`config.mk`:
```
export PLATFORM = sky130hd
export DESIGN_NAME = numa_shared_mem_arbiter
export DESIGN_NICKNAME = d
export VERILOG_FILES = /design/src/rtl/numa_shared_mem_arbiter.sv
export SDC_FILE = /design/constraint.sdc
export NUM_CORES = 1
export LEC_CHECK = 0
export ABC_CLOCK_PERIOD_IN_PS = 4300
export CAP_MARGIN = 0
export CORE_AREA = 4 4 127 129
export DETAILED_ROUTE_END_ITERATION = 10
export DIE_AREA = 0 0 131 133
export PLACE_DENSITY = 0.67
export SETUP_SLACK_MARGIN = 0.2
export SYNTH_ARGS = -nofsm -noshare
export SYNTH_HDL_FRONTEND = slang
export SYNTH_SLANG_ARGS = --single-unit
export TNS_END_PERCENT = 5
```
`constraint.sdc`:
```
create_clock -name clk -period 4.3 [get_ports clk]
set_input_delay 0.43 -clock clk [delete_from_list [all_inputs] [get_ports clk]]
set_output_delay 0.43 -clock clk [all_outputs]
set_load 0.01 [all_outputs]
```
`src/rtl/numa_shared_mem_arbiter.sv`:
```
// Round-robin arbiter for the shared video-memory port of two MIPS cores; one access per grant.
// Define ARB_STATS_EN to build per-core saturating wait-cycle counters on wait_cnt0/wait_cnt1.
module numa_shared_mem_arbiter #(
  parameter int AW    = 32,
  parameter int DW    = 32,
  parameter int CNT_W = 16
) (
  input  logic             clk,
  input  logic             reset,
  input  logic             req0,
  input  logic             we0,
  input  logic [AW-1:0]    a0,
  input  logic [DW-1:0]    wd0,
  output logic             ack0,
  output logic [DW-1:0]    rd0,
  input  logic             req1,
  input  logic             we1,
  input  logic [AW-1:0]    a1,
  input  logic [DW-1:0]    wd1,
  output logic             ack1,
  output logic [DW-1:0]    rd1,
  output logic             mem_we,
  output logic [AW-1:0]    mem_a,
  output logic [DW-1:0]    mem_wd,
  input  logic [DW-1:0]    mem_rd,
  output logic [1:0]       owner,
  output logic [CNT_W-1:0] wait_cnt0,
  output logic [CNT_W-1:0] wait_cnt1
);

  typedef enum logic [1:0] {
    IDLE   = 2'b00,
    SERVE0 = 2'b01,
    SERVE1 = 2'b10
  } state_t;

  state_t        state_q;
  logic          prio_q;
  logic          we_q;
  logic [AW-1:0] a_q;
  logic [DW-1:0] wd_q;
  logic          ack0_q;
  logic          ack1_q;
  logic          mem_we_q;
  logic [1:0]    owner_q;

  logic          grant0_d;
  logic          grant1_d;

  // The served core's own req is ignored while leaving SERVEx; only the other core can follow.
  always_comb begin
    grant0_d = 1'b0;
    grant1_d = 1'b0;
    unique case (state_q)
      IDLE: begin
        grant0_d = req0 && (!req1 || !prio_q);
        grant1_d = req1 && (!req0 ||  prio_q);
      end
      SERVE0:  grant1_d = req1;
      SERVE1:  grant0_d = req0;
      default: ;
    endcase
  end

  always_ff @(posedge clk or posedge reset) begin
    if (reset) begin
      state_q  <= IDLE;
      prio_q   <= 1'b0;
      we_q     <= 1'b0;
      a_q      <= '0;
      wd_q     <= '0;
      ack0_q   <= 1'b0;
      ack1_q   <= 1'b0;
      mem_we_q <= 1'b0;
      owner_q  <= 2'b00;
    end else begin
      if (state_q == SERVE0) begin
        prio_q <= 1'b1;
      end else if (state_q == SERVE1) begin
        prio_q <= 1'b0;
      end

      if (grant0_d) begin
        state_q  <= SERVE0;
        we_q     <= we0;
        a_q      <= a0;
        wd_q     <= wd0;
        ack0_q   <= 1'b1;
        ack1_q   <= 1'b0;
        mem_we_q <= we0;
        owner_q  <= 2'b01;
      end else if (grant1_d) begin
        state_q  <= SERVE1;
        we_q     <= we1;
        a_q      <= a1;
        wd_q     <= wd1;
        ack0_q   <= 1'b0;
        ack1_q   <= 1'b1;
        mem_we_q <= we1;
        owner_q  <= 2'b10;
      end else begin
        state_q  <= IDLE;
        ack0_q   <= 1'b0;
        ack1_q   <= 1'b0;
        mem_we_q <= 1'b0;
        owner_q  <= 2'b00;
      end
    end
  end

  assign ack0   = ack0_q;
  assign ack1   = ack1_q;
  assign mem_we = mem_we_q;
  assign mem_a  = a_q;
  assign mem_wd = wd_q;
  assign owner  = owner_q;

  // Memory read is asynchronous, so read data is steered straight from mem_rd during the grant.
  assign rd0 = (ack0_q && !we_q) ? mem_rd : '0;
  assign rd1 = (ack1_q && !we_q) ? mem_rd : '0;

`ifdef ARB_STATS_EN
  logic [CNT_W-1:0] wcnt0_q;
  logic [CNT_W-1:0] wcnt0_d;
  logic [CNT_W-1:0] wcnt1_q;
  logic [CNT_W-1:0] wcnt1_d;

  always_comb begin
    wcnt0_d = wcnt0_q;
    wcnt1_d = wcnt1_q;
    if (req0 && !ack0_q && (wcnt0_q != '1)) begin
      wcnt0_d = wcnt0_q + CNT_W'(1);
    end
    if (req1 && !ack1_q && (wcnt1_q != '1)) begin
      wcnt1_d = wcnt1_q + CNT_W'(1);
    end
  end

  always_ff @(posedge clk or posedge reset) begin
    if (reset) begin
      wcnt0_q <= '0;
      wcnt1_q <= '0;
    end else begin
      wcnt0_q <= wcnt0_d;
      wcnt1_q <= wcnt1_d;
    end
  end

  assign wait_cnt0 = wcnt0_q;
  assign wait_cnt1 = wcnt1_q;
`else
  assign wait_cnt0 = '0;
  assign wait_cnt1 = '0;
`endif

endmodule

```
==> flow_summary.ini, run 1 <==
[status]
status = completed

[final_layout]
final_nets = 925
design_area_mm2 = 0.00706
final_util = 0.470
fillers = 1460
syn2layout_area_growth_pct = 84.6
instances_no_fill = 949
antenna-diode-count = 0
drive_gt1_frac = 0.0329

[worst_setup_path]
required_ps = 3870
max_stage_delay_ps = 780
slowest_stage = nor2_2
crit_chain = inv_1, nor2_2, and2_1, clkdlybuf4s50_1
critical_path.max_fanout = 32
start_kind = flip-flop
reg2reg_slack_ps = 1900
cp.arrival_ps = 2410
crit_type = flip-flop to primary output
cp-end-kind = primary output

[power]
ir_drop_v = 0.000343
power.leakage_nw = 2.94
powerDensity_mw_per_mm2 = 635

[synth]
synth-seq-cells = 69
yosysSeqAreaShare = 0.451
synth_cell_types = 23
syn-mean-instance-area_um2 = 7.99
synthesis.instances = 479
syn-cell-area_mm2 = 0.00382
synth_warnings = 0

[routing]
ant_nets = 0
drtIter0Drc = 145
post_drt_wl_per_cell_um = 15.1
drc = 0
routed_wirelength_um = 14300
firstDrtPassIters = 5
vias = 4045
via_per_inst = 4.26

[clock_tree]
clkTransAtPathRegs_ps = 60
root_buffer = clkbuf_16
cts_resized = 0
cts_buffer_depth = 2
cts_buffers = 9
cts_tree = yes
clk_latency_ps = 340
ctsHoldBuffers = 0
cts-htree-levels = 3
clkSinkCount = 69
post-cts-setup-buffer-count = 0

[grt]
gr-usage-all-layers = 0.154
first_global_vias = 3690
overflow = 0
grt_max_degree = 88
grt_pass1_wl_um = 20800
antenna_found_initial = 0

[floorplanning]
row_count = 45
dieHeight_um = 133
dieWidth_um = 131
die_area_mm2 = 0.0174
ioPinCount = 331
initial_utilization = 0.254
core_mm2 = 0.0150

[timing]
setup_tns_ps = 0
hold_viol_final = 0
rsz0062_at_grt = false
slew_viol_final = 0
max_freq_mhz = 352
relSlewSlack = 0.339
holdWs_ps = 543
period_share = 0.660
fin_skew_ps = 13.4
min_period_ps = 2840
worst_pin_slew_ps = 991
setup_violations = 0

[place]
io_buffers = 298
dp_cells = 933
place_area_mm2 = 0.00678
place.gp.congestion = 0.852
dp_hpwl_um = 11000

[hold_path]
hold_class = flip-flop to flip-flop

[job]
maxCapViolCount = 0
[per-layer routing]
metal | share of wire | track usage | vias to the layer above
met5 | 0 | 0 | -
met4 | 0.015 | 0.0457 | 0
met3 | 0.099 | 0.0585 | 16
met2 | 0.49 | 0.261 | 179
met1 | 0.39 | 0.177 | 1805
li1 | - | - | 2045
[logic make-up after synthesis]
group,after synthesis,synth area share
AO/OA/AOI/OAI,72,0.120
AND/OR/NAND/NOR,262,0.302
other,1,0.000980
buffers and inverters,72,0.116
flip-flops,69,0.451
adder cells (fa/ha/maj),3,0.00981
[cell usage after synthesis]
| library cell | instances | area, µm² |
|---|---|---|
| and3_1 | 2 | 12.5 |
| conb_1 | 1 | 3.75 |
| o21ai_0 | 1 | 5.00 |
| o21a_1 | 1 | 7.51 |
| a31oi_1 | 63 | 394 |
| buf_1 | 1 | 3.75 |
| clkinv_2 | 1 | 5.00 |
| ha_1 | 3 | 37.5 |
| nand2_2 | 1 | 6.26 |
| buf_6 | 5 | 56.3 |
| inv_1 | 4 | 15.0 |
| and2_1 | 65 | 407 |
| a221o_1 | 2 | 20.0 |
| a21oi_1 | 1 | 5.00 |
| a22o_1 | 1 | 8.76 |
| clkbuf_1 | 20 | 75.1 |
| nor2_1 | 65 | 244 |
| buf_4 | 34 | 255 |
| a21o_1 | 1 | 7.51 |
| nand2_1 | 129 | 484 |
| buf_2 | 7 | 35.0 |
| o21ai_1 | 2 | 10.0 |
| dfrtp_1 | 69 | 1730 |
[critical path, delay by kind of cell (launching register included)]
kind / cells / cell delay [ps]
AND/OR/NAND/NOR: 2 / 1020
buffers and inverters: 2 / 660
flip-flops: 1 / 390
[report_power, final]
part           internal, mW  switching (mW)
combinational          1.32            1.29
sequential            0.994           0.178
clock                 0.424           0.286
total                  2.73            1.75
[final cells by class]
class                   count  area, µm²  area share
well taps                 188        235      0.0333
flip-flops and latches     69       1730       0.245
clock inverters             4       30.0     0.00425
repair buffers            302       3010       0.427
clock buffers              12        256      0.0363
inverters                   5       20.0     0.00283
multi-input cells         369       1780       0.252
[path summary, 6_finish.rpt]
check                      cells after the start                   from               endpoint
setup / recovery                               4         ack1$_DFF_PP0_                rd1[25]
hold / removal                                 2  mem_a[23]$_DFFE_PP0P_  mem_a[23]$_DFFE_PP0P_
setup reg to reg                               7     owner[0]$_DFF_PP0_  mem_wd[4]$_DFFE_PP0P_
hold reg to reg                                2  mem_a[23]$_DFFE_PP0P_  mem_a[23]$_DFFE_PP0P_
max in group asynchronous                      3                  reset  mem_wd[8]$_DFFE_PP0P_
min in group asynchronous                      2                  reset  mem_a[14]$_DFFE_PP0P_
[stage by stage]
step	setup slack, ps	power (mW)
after floorplan	2130	2.53
after global placement	1670	3.81
after detailed placement	1680	3.84
after CTS	1400	4.57
after global routing	1250	4.83
final	1460	4.48
[cell usage in the layout, fill, tap and decap left out]
| cell | netlist | layout |
|---|---|---|
| a221o_1 | 2 | 2 |
| a21o_1 | 1 | 1 |
| clkinv_4 | 0 | 1 |
| inv_1 | 4 | 3 |
| o21ai_1 | 2 | 2 |
| nor2_2 | 0 | 2 |
| buf_4 | 34 | 4 |
| a31oi_1 | 63 | 63 |
| clkinvlp_4 | 0 | 1 |
| conb_1 | 1 | 32 |
| clkdlybuf4s50_1 | 0 | 298 |
| clkbuf_8 | 0 | 2 |
| clkbuf_16 | 0 | 9 |
| inv_2 | 0 | 1 |
| inv_6 | 0 | 1 |
| and2_1 | 65 | 65 |
| dfrtp_1 | 69 | 69 |
| and3_1 | 2 | 2 |
| a21oi_1 | 1 | 1 |
| a22o_1 | 1 | 1 |
| clkinv_2 | 1 | 2 |
| nand2_4 | 0 | 1 |
| o21a_2 | 0 | 1 |
| ha_1 | 3 | 3 |
| nand2_1 | 129 | 129 |
| clkbuf_1 | 20 | 1 |
| nor2_1 | 65 | 63 |
| o21ai_0 | 1 | 1 |
[flip-flops by register name (all words and copies together), names as in the netlist]
name	cells
ack1	1
owner	1
we_q	1
mem_wd	32
mem_we	1
mem_a	32
prio_q	1
(Power assumes the default switching activity.)
==> run 2: changes to the inputs <==
--- a/config.mk
+++ b/config.mk
@@ -5,12 +5,12 @@
 export SDC_FILE = /design/constraint.sdc
 export NUM_CORES = 1
 export LEC_CHECK = 0
-export ABC_CLOCK_PERIOD_IN_PS = 4300
+export ABC_CLOCK_PERIOD_IN_PS = 2700
 export CAP_MARGIN = 0
-export CORE_AREA = 4 4 127 129
+export CORE_AREA = 4 4 125 127
 export DETAILED_ROUTE_END_ITERATION = 10
-export DIE_AREA = 0 0 131 133
-export PLACE_DENSITY = 0.67
+export DIE_AREA = 0 0 129 131
+export PLACE_DENSITY = 0.69
 export SETUP_SLACK_MARGIN = 0.2
 export SYNTH_ARGS = -nofsm -noshare
 export SYNTH_HDL_FRONTEND = slang
==> constraint.sdc (replaced) <==
create_clock -name clk -period 2.7 [get_ports clk]
set_input_delay 0.27 -clock clk [delete_from_list [all_inputs] [get_ports clk]]
set_output_delay 0.27 -clock clk [all_outputs]
set_load 0.01 [all_outputs]
==> flow_summary.ini, run 2 (synthesis gave the netlist of run 1 again) <==
[worst_setup_path]
start_kind = flip-flop
crit_type = flip-flop to primary output
required_ps = 2430
cp.arrival_ps = 1990
cp-end-kind = primary output
critical_path.max_fanout = 32

[routing]
via_per_inst = 4.23
drc = 0
post_drt_wl_per_cell_um = 15.1
drtIter0Drc = 114
ant_nets = 0
routed_wirelength_um = 14400
vias = 4019
firstDrtPassIters = 4

[floorplanning]
row_count = 44
die_area_mm2 = 0.0169
dieWidth_um = 129
ioPinCount = 331
core_mm2 = 0.0144
initial_utilization = 0.265
dieHeight_um = 131

[clock_tree]
cts-htree-levels = 3
clk_latency_ps = 330
cts_buffer_depth = 2
post-cts-setup-buffer-count = 0
cts_tree = yes
clkTransAtPathRegs_ps = 60
root_buffer = clkbuf_16
ctsHoldBuffers = 0
clkSinkCount = 69
cts_buffers = 9
cts_resized = 0

[power]
ir_drop_v = 0.000657
power.leakage_nw = 3.00
powerDensity_mw_per_mm2 = 1030

[timing]
slew_viol_final = 0
max_freq_mhz = 443
period_share = 0.837
worst_pin_slew_ps = 722
fin_skew_ps = 5.23
setup_violations = 0
min_period_ps = 2260
setup_tns_ps = 0
relSlewSlack = 0.519
rsz0062_at_grt = false
hold_viol_final = 0

[grt]
grt_pass1_wl_um = 20400
first_global_vias = 3709
antenna_found_initial = 0
gr-usage-all-layers = 0.155
overflow = 0
grt_max_degree = 77

[place]
dp_hpwl_um = 11200
place_area_mm2 = 0.00681
place.gp.congestion = 0.757
dp_cells = 935
io_buffers = 298

[hold_path]
hold_class = input pin to async pin

[status]
status = completed

[final_layout]
antenna-diode-count = 0
final_cell_mix = clkdlybuf4s50_1, nand2_1, dfrtp_1
instances_no_fill = 951
design_area_mm2 = 0.00714
final_common_cell = clkdlybuf4s50_1
drive_gt1_frac = 0.0378
syn2layout_area_growth_pct = 86.6
final_nets = 931

[job]
maxCapViolCount = 0
==> run 2: metal layers <==
layer  track usage  vias to the layer above  wire [µm]
met5             0                        -          0
li1              -                     2053          -
met4        0.0389                        0        122
met2         0.251                      153       7040
met1         0.196                     1804       5980
met3        0.0565                        9       1250
==> run 2: power by group <==
group	switching, mW	internal, mW	leakage, nW
combinational	2.06	2.12	2.05
sequential	0.292	1.58	0.789
clock	0.439	0.856	0.163
total	2.79	4.56	3.00
==> run 2: per-stage QoR <==
| step | hold WS [ps] | util | power, mW | setup slack, ps |
|---|---|---|---|---|
| floorplan | 403 | - | 4.03 | 690 |
| CTS | 357 | 0.495 | 7.47 | 447 |
| detailed placement | 542 | 0.472 | 6.14 | 682 |
| global route | 406 | 0.495 | 7.91 | 318 |
| global placement | 529 | 0.472 | 6.10 | 730 |
| finish | 351 | 0.495 | 7.35 | 440 |
==> run 2: path summary, 6_finish.rpt <==
check                           cells after the start                  start                endpoint  slack, ps
worst max-delay path                                5         ack1$_DFF_PP0_                  rd1[9]        440
worst min-delay path                                3                  reset    mem_a[2]$_DFFE_PP0P_        350
worst max register to register                      7     owner[0]$_DFF_PP0_  mem_wd[28]$_DFFE_PP0P_        760
worst min register to register                      2  mem_a[28]$_DFFE_PP0P_   mem_a[28]$_DFFE_PP0P_        540
max in group asynchronous                           3                  reset   mem_wd[7]$_DFFE_PP0P_       1940
min in group clk                                    3                  a1[3]    mem_a[3]$_DFFE_PP0P_        490
==> run 2: cell type report <==
cell class	instances	area, µm²
Clock inverter	4	70.1
Timing Repair Buffer	308	3060
Inverter	5	20.0
Clock buffer	12	256
Multi-Input combinational cell	369	1780
Tap cell	184	230
Fill cell	1402	7290
Sequential cell	69	1730
==> run 2: worst max-delay path, stage by stage, from the launching register on <==
cell and delay (ps):
dfrtp_1 390, inv_1 90, nor2_1 100, buf_4 280, and2_1 230, clkdlybuf4s50_1 560
==> RTL change 1, RTL diff (settings of run 2) <==
Change the parameter `DW` from 32 to 16.
--- a/src/rtl/numa_shared_mem_arbiter.sv
+++ b/src/rtl/numa_shared_mem_arbiter.sv
@@ -2,7 +2,7 @@
 // Define ARB_STATS_EN to build per-core saturating wait-cycle counters on wait_cnt0/wait_cnt1.
 module numa_shared_mem_arbiter #(
   parameter int AW    = 32,
-  parameter int DW    = 32,
+  parameter int DW    = 16,
   parameter int CNT_W = 16
 ) (
   input  logic             clk,
Interface: changed (6 resized); port bits go from 331 to 235. The function was not compared with the original's and may differ.
==> RTL change 1 against run 2 <==
  * Sequential cell count decreased by 16
  * Highest routed layer unchanged
  * Power decreased by 29%
  * Sequential power decreased by 23%
  * Design area decreased by 28%
  * Synthesized cell count decreased by 25%
  * Routed wire length decreased by 29%
  * Setup slack improved by 0.21 ns
  * Area after synthesis decreased by 24%
  * Largest cell class unchanged
  * Utilization decreased by 14 points
==> RTL change 1: results (changes against run 2) <==
- Status: complete, no violations (unchanged)
- Crit-path max FO: 28 (was 32)
- Sequential share of the synthesized area: 45.5% (was 45.1%)
- Synth Area in Compound Gates: 18.3% (was 12.0%)
- Final WL: 10200 um (was 14400 um)
- Largest net degree at the start of global routing: 49 (was 77)
- Met1 track demand over resource: 13.0% (was 19.6%)
- WL met3: 1080 um (was 1250 um)
- Reg2Reg Setup Slack: 0.65 ns (was 0.76 ns)
- Worst slew pin tran: 0.589 ns (was 0.722 ns)
- Final net count: 669 (was 931)
- H-tree depth: 2 (was 3)
- First-pass GRT wire length: 15400 um (was 20400 um)
- R2R Path Start: owner[0] (unchanged)
- Adder-cell share of the synthesized area: 1.29% (was 0.981%)
- CP max-delay cell: and2_2 (was clkdlybuf4s50_1)
- Met2 usage: 21.3% (was 25.1%)
- DP Area: 4990 um2 (was 6810 um2)
- Mux cell area share after synthesis: 0.386% (was 0%)
- CTS buffer count: 5 (was 9)
- Most frequent cells after synthesis: 94 x a21oi_1, 53 x dfrtp_1, 50 x nand2_1, 50 x nor2_1, 35 x buf_4 (was 129 x nand2_1, 69 x dfrtp_1, 65 x and2_1, 65 x nor2_1, 63 x a31oi_1)
- Dominant cells by area after synthesis: dfrtp_1 45%, a21oi_1 16%, buf_4 9.0%, and2_1 7.3%, nand2_1 6.4% (was dfrtp_1 45%, nand2_1 13%, and2_1 11%, a31oi_1 10%, buf_4 6.7%)
- Clock Skew: 0.00647 ns (was 0.00523 ns)
- Worst slack, placed: 0.584 ns (was 0.682 ns)
- R2r endpoint: mem_wd[0] (was mem_wd[28])
- Worst Reg-to-Reg Cells: 7 (unchanged)
- Layout cells sized above 1: 3.65% (was 3.78%)
- Critical Path AT: 2.26 ns (was 1.99 ns)
- Worst skew pair latency: 0.29 ns (was 0.33 ns)
- Total placed cells including tap cells: 725 (was 935)
- Largest delay share family, worst path: simple AND/OR/NAND/NOR gates (was buffers and inverters)
- CTS resizes: 0 (unchanged)
- Largest buffer count on any clock path: 2 (unchanged)
- Leakage: 0.00217 uW (was 0.00300 uW)
- Drt via density: 4.14 (was 4.23)
- Synth Area in XOR/XNOR: 0% (unchanged)
- Placed wire-length estimate: 7750 um (was 11200 um)
- GRT Total Usage: 11.6% (was 15.5%)
- CP max stage delay: 0.53 ns (was 0.56 ns)
- Grt met3 use: 3.94% (was 5.65%)
- Vias after detailed routing: 3029 (was 4019)
- Maximum VDD drop: 0.327 mV (was 0.657 mV)
- Routability cong.: 0.736 (was 0.757)
- Worst-path clk slew: 0.07 ns
- Post-Syn Area per Cell: 8.15 um2 (was 7.99 um2)
[RTL change 1: how the worst max path moves through the flow]
| stage | start | to | slack (ns) | cells past startpoint |
|---|---|---|---|---|
| 3_3_place_gp | owner[0] | mem_a[8] | 0.63 | 7 |
| 6_report | owner[0] | mem_wd[0] | 0.65 | 7 |
| 3_5_place_dp | owner[0] | mem_wd[0] | 0.58 | 7 |
| 2_1_floorplan | owner[0] | mem_a[31] | 1.03 | 8 |
| 5_1_grt | owner[0] | mem_a[5] | 0.42 | 7 |
| 4_1_cts | owner[0] | mem_wd[0] | 0.58 | 7 |
[RTL change 1: power by group]
| group | internal [uW] | total, uW | switching, uW |
|---|---|---|---|
| combinational | 1580 | 3120 | 1550 |
| sequential | 1210 | 1440 | 229 |
| clock | 365 | 647 | 281 |
[RTL change 1: area by class of cell]
class / count / area [um2]
multi-input combinational: 273 / 1300
fill: 1509 / 9290
inverter: 6 / 22.5
timing repair buffer: 209 / 2110
sequential: 53 / 1330
tap: 184 / 230
clock buffer: 7 / 143
==> RTL change 2, RTL diff (config.mk and constraints of run 2) <==
Made on the original files. Re-encode `state_t` (3 states) as one-hot, 3 bits wide.
--- a/src/rtl/numa_shared_mem_arbiter.sv
+++ b/src/rtl/numa_shared_mem_arbiter.sv
@@ -28,10 +28,10 @@
   output logic [CNT_W-1:0] wait_cnt1
 );
 
-  typedef enum logic [1:0] {
-    IDLE   = 2'b00,
-    SERVE0 = 2'b01,
-    SERVE1 = 2'b10
+  typedef enum logic [2:0] {
+    IDLE   = 3'b001,
+    SERVE0 = 3'b010,
+    SERVE1 = 3'b100
   } state_t;
 
   state_t        state_q;
Function: no difference found for any inputs over 10 cycles, from zero or initial values and one cycle with reset high; not proved beyond that.
==> RTL change 2 against run 2 <==
  * Area after synthesis rose by 25%
  * Register-to-register slack worse by 0.11 ns
  * Setup slack worse by 0.086 ns
  * Global-route usage rose by 5.7 points
  * Non-clock buffer count increased by 4
  * Power is 8.9% higher
  * Design area increased by 13%
  * Highest routed layer is now met5
  * Sequential cell count increased by 1
  * Routed wire length is 31% higher
==> RTL change 2: results (changes against run 2) <==
- Drt wl/cell: 18.4 um (was 15.1 um)
- Status: complete, no violations (unchanged)
- Cell variety after synth: 28 (was 23)
- Slew Limit Fails: 0 (unchanged)
- GRT Total Usage: 21.2% (was 15.5%)
- Critical Path AT: 2.08 ns (was 1.99 ns)
- Worst slack, placed: 0.583 ns (was 0.682 ns)
- First-pass GRT wire length: 28200 um (was 20400 um)
- Worst slew pin tran: 0.715 ns (was 0.722 ns)
- Dominant cells by area after synthesis: dfrtp_1 36%, o22a_1 12%, o2bb2ai_1 12%, nand2_1 10%, and2_1 8.5% (was dfrtp_1 45%, nand2_1 13%, and2_1 11%, a31oi_1 10%, buf_4 6.7%)
- Placed wire-length estimate: 14100 um (was 11200 um)
- Largest buffer count on any clock path: 2 (unchanged)
- Leakage: 0.00315 uW (was 0.00300 uW)
- Routability cong.: 0.852 (was 0.757)
- Layout cells sized above 1: 4.77% (was 3.78%)
- Sequential share of the synthesized area: 36.6% (was 45.1%)
- Clock Skew: 0.00292 ns (was 0.00523 ns)
- R2R Path Start: state_q[0] (was owner[0])
- CP max stage delay: 0.65 ns (was 0.56 ns)
- Most frequent cells after synthesis: 128 x nand2_1, 69 x dfrtp_1, 65 x and2_1, 65 x o21ai_0 (was 129 x nand2_1, 69 x dfrtp_1, 65 x and2_1, 65 x nor2_1, 63 x a31oi_1)
- Drt via density: 5.12 (was 4.23)
- Critical Path Start Type: flip-flop (unchanged)
- Fin crit share: 86.9% (was 83.7%)
- Maximum VDD drop: 0.540 mV (was 0.657 mV)
- Final net count: 1000 (was 931)
- CP max-delay cell: clkdlybuf4s50_1 (unchanged)
- DP Area: 7740 um2 (was 6810 um2)
- Number of global-route vias before repair: 5260 (was 3709)
- Initial antenna violation count: 2 (was 0)
- Layout fillers: 1299 (was 1402)
- DR iter-0 viols: 161 (was 114)
- Largest net degree at the start of global routing: 71 (was 77)
- P_sw: 3210 uW (was 2790 uW)
-- RTL change 2: cell types whose count changed after synthesis, sizes merged, moves of 6 or more --
| cell | delta |
|---|---|
| buf | +14 |
| o22a | +63 |
| o21ai | +62 |
| o2bb2ai | +63 |
| nand2b | +6 |
| nor2 | -62 |
| clkbuf | +7 |
| a31oi | -63 |
-- RTL change 2: final cells by class --
type,count,share of cell area [%]
antenna,1,0.0312
clock buffer,13,3.37
clock inverter,3,0.218
inverter,2,0.0935
multi-input combinational,439,32.7
sequential,70,21.8
tap,184,2.87
timing repair buffer,312,38.9
-- RTL change 2: worst paths after layout --
kind                       slack, ns    endpoint  cells past startpoint
hold reg to reg                 0.50      prio_q                      2
setup reg to reg                0.65  mem_wd[28]                      5
hold / removal                  0.25   mem_a[19]                      2
min in group clk                0.50      prio_q                      2
max in group asynchronous       1.76  state_q[0]                      3
setup / recovery                0.35     rd1[17]                      4
-- RTL change 2: kinds of logic (layout without fill, tap and decap cells) --
group | Yosys count | in the layout | synth area share [%]
buffers and inverters | 90 | 330 | 11.4
other | 1 | 33 | 0.0784
and+or+nand+nor | 210 | 210 | 20.7
AOI/OAI and AO/OA | 197 | 197 | 31.1
DFF | 70 | 70 | 36.6
-- RTL change 2: stage by stage --
step / std cells / util (%)
after detailed placement: 1007 / 53.7
final: 1024 / 55.7
after CTS: 1023 / 55.6
after global placement: 1007 / 53.7
after floorplan: 599 / -
after global routing: 1024 / 55.7
-- RTL change 2: power by group through the flow --
| stage | Combinational, uW | Clock, uW | Sequential (uW) |
|---|---|---|---|
| finish | 4950 | 1140 | 1910 |
| global route | 5370 | 1210 | 1980 |
| CTS | 5010 | 1170 | 1920 |
| detailed placement | 4990 | 0 | 1930 |
| global placement | 4860 | 0 | 1920 |
| floorplan | 2700 | 0 | 2090 |
-- RTL change 2: repair_timing --
| item | 4_1_cts | 5_1_grt |
|---|---|---|
| resized for setup | 0 | 1 |
| hold buffers | 0 | 0 |
| setup endpoints to repair | 0 | 2 |
-- RTL change 2: layer usage --
metal	part of all wire (%)	GRT usage, %
met1	36	23.8
met2	52	38.0
met5	0.069	0
met4	2.4	7.23
met3	9.6	6.75
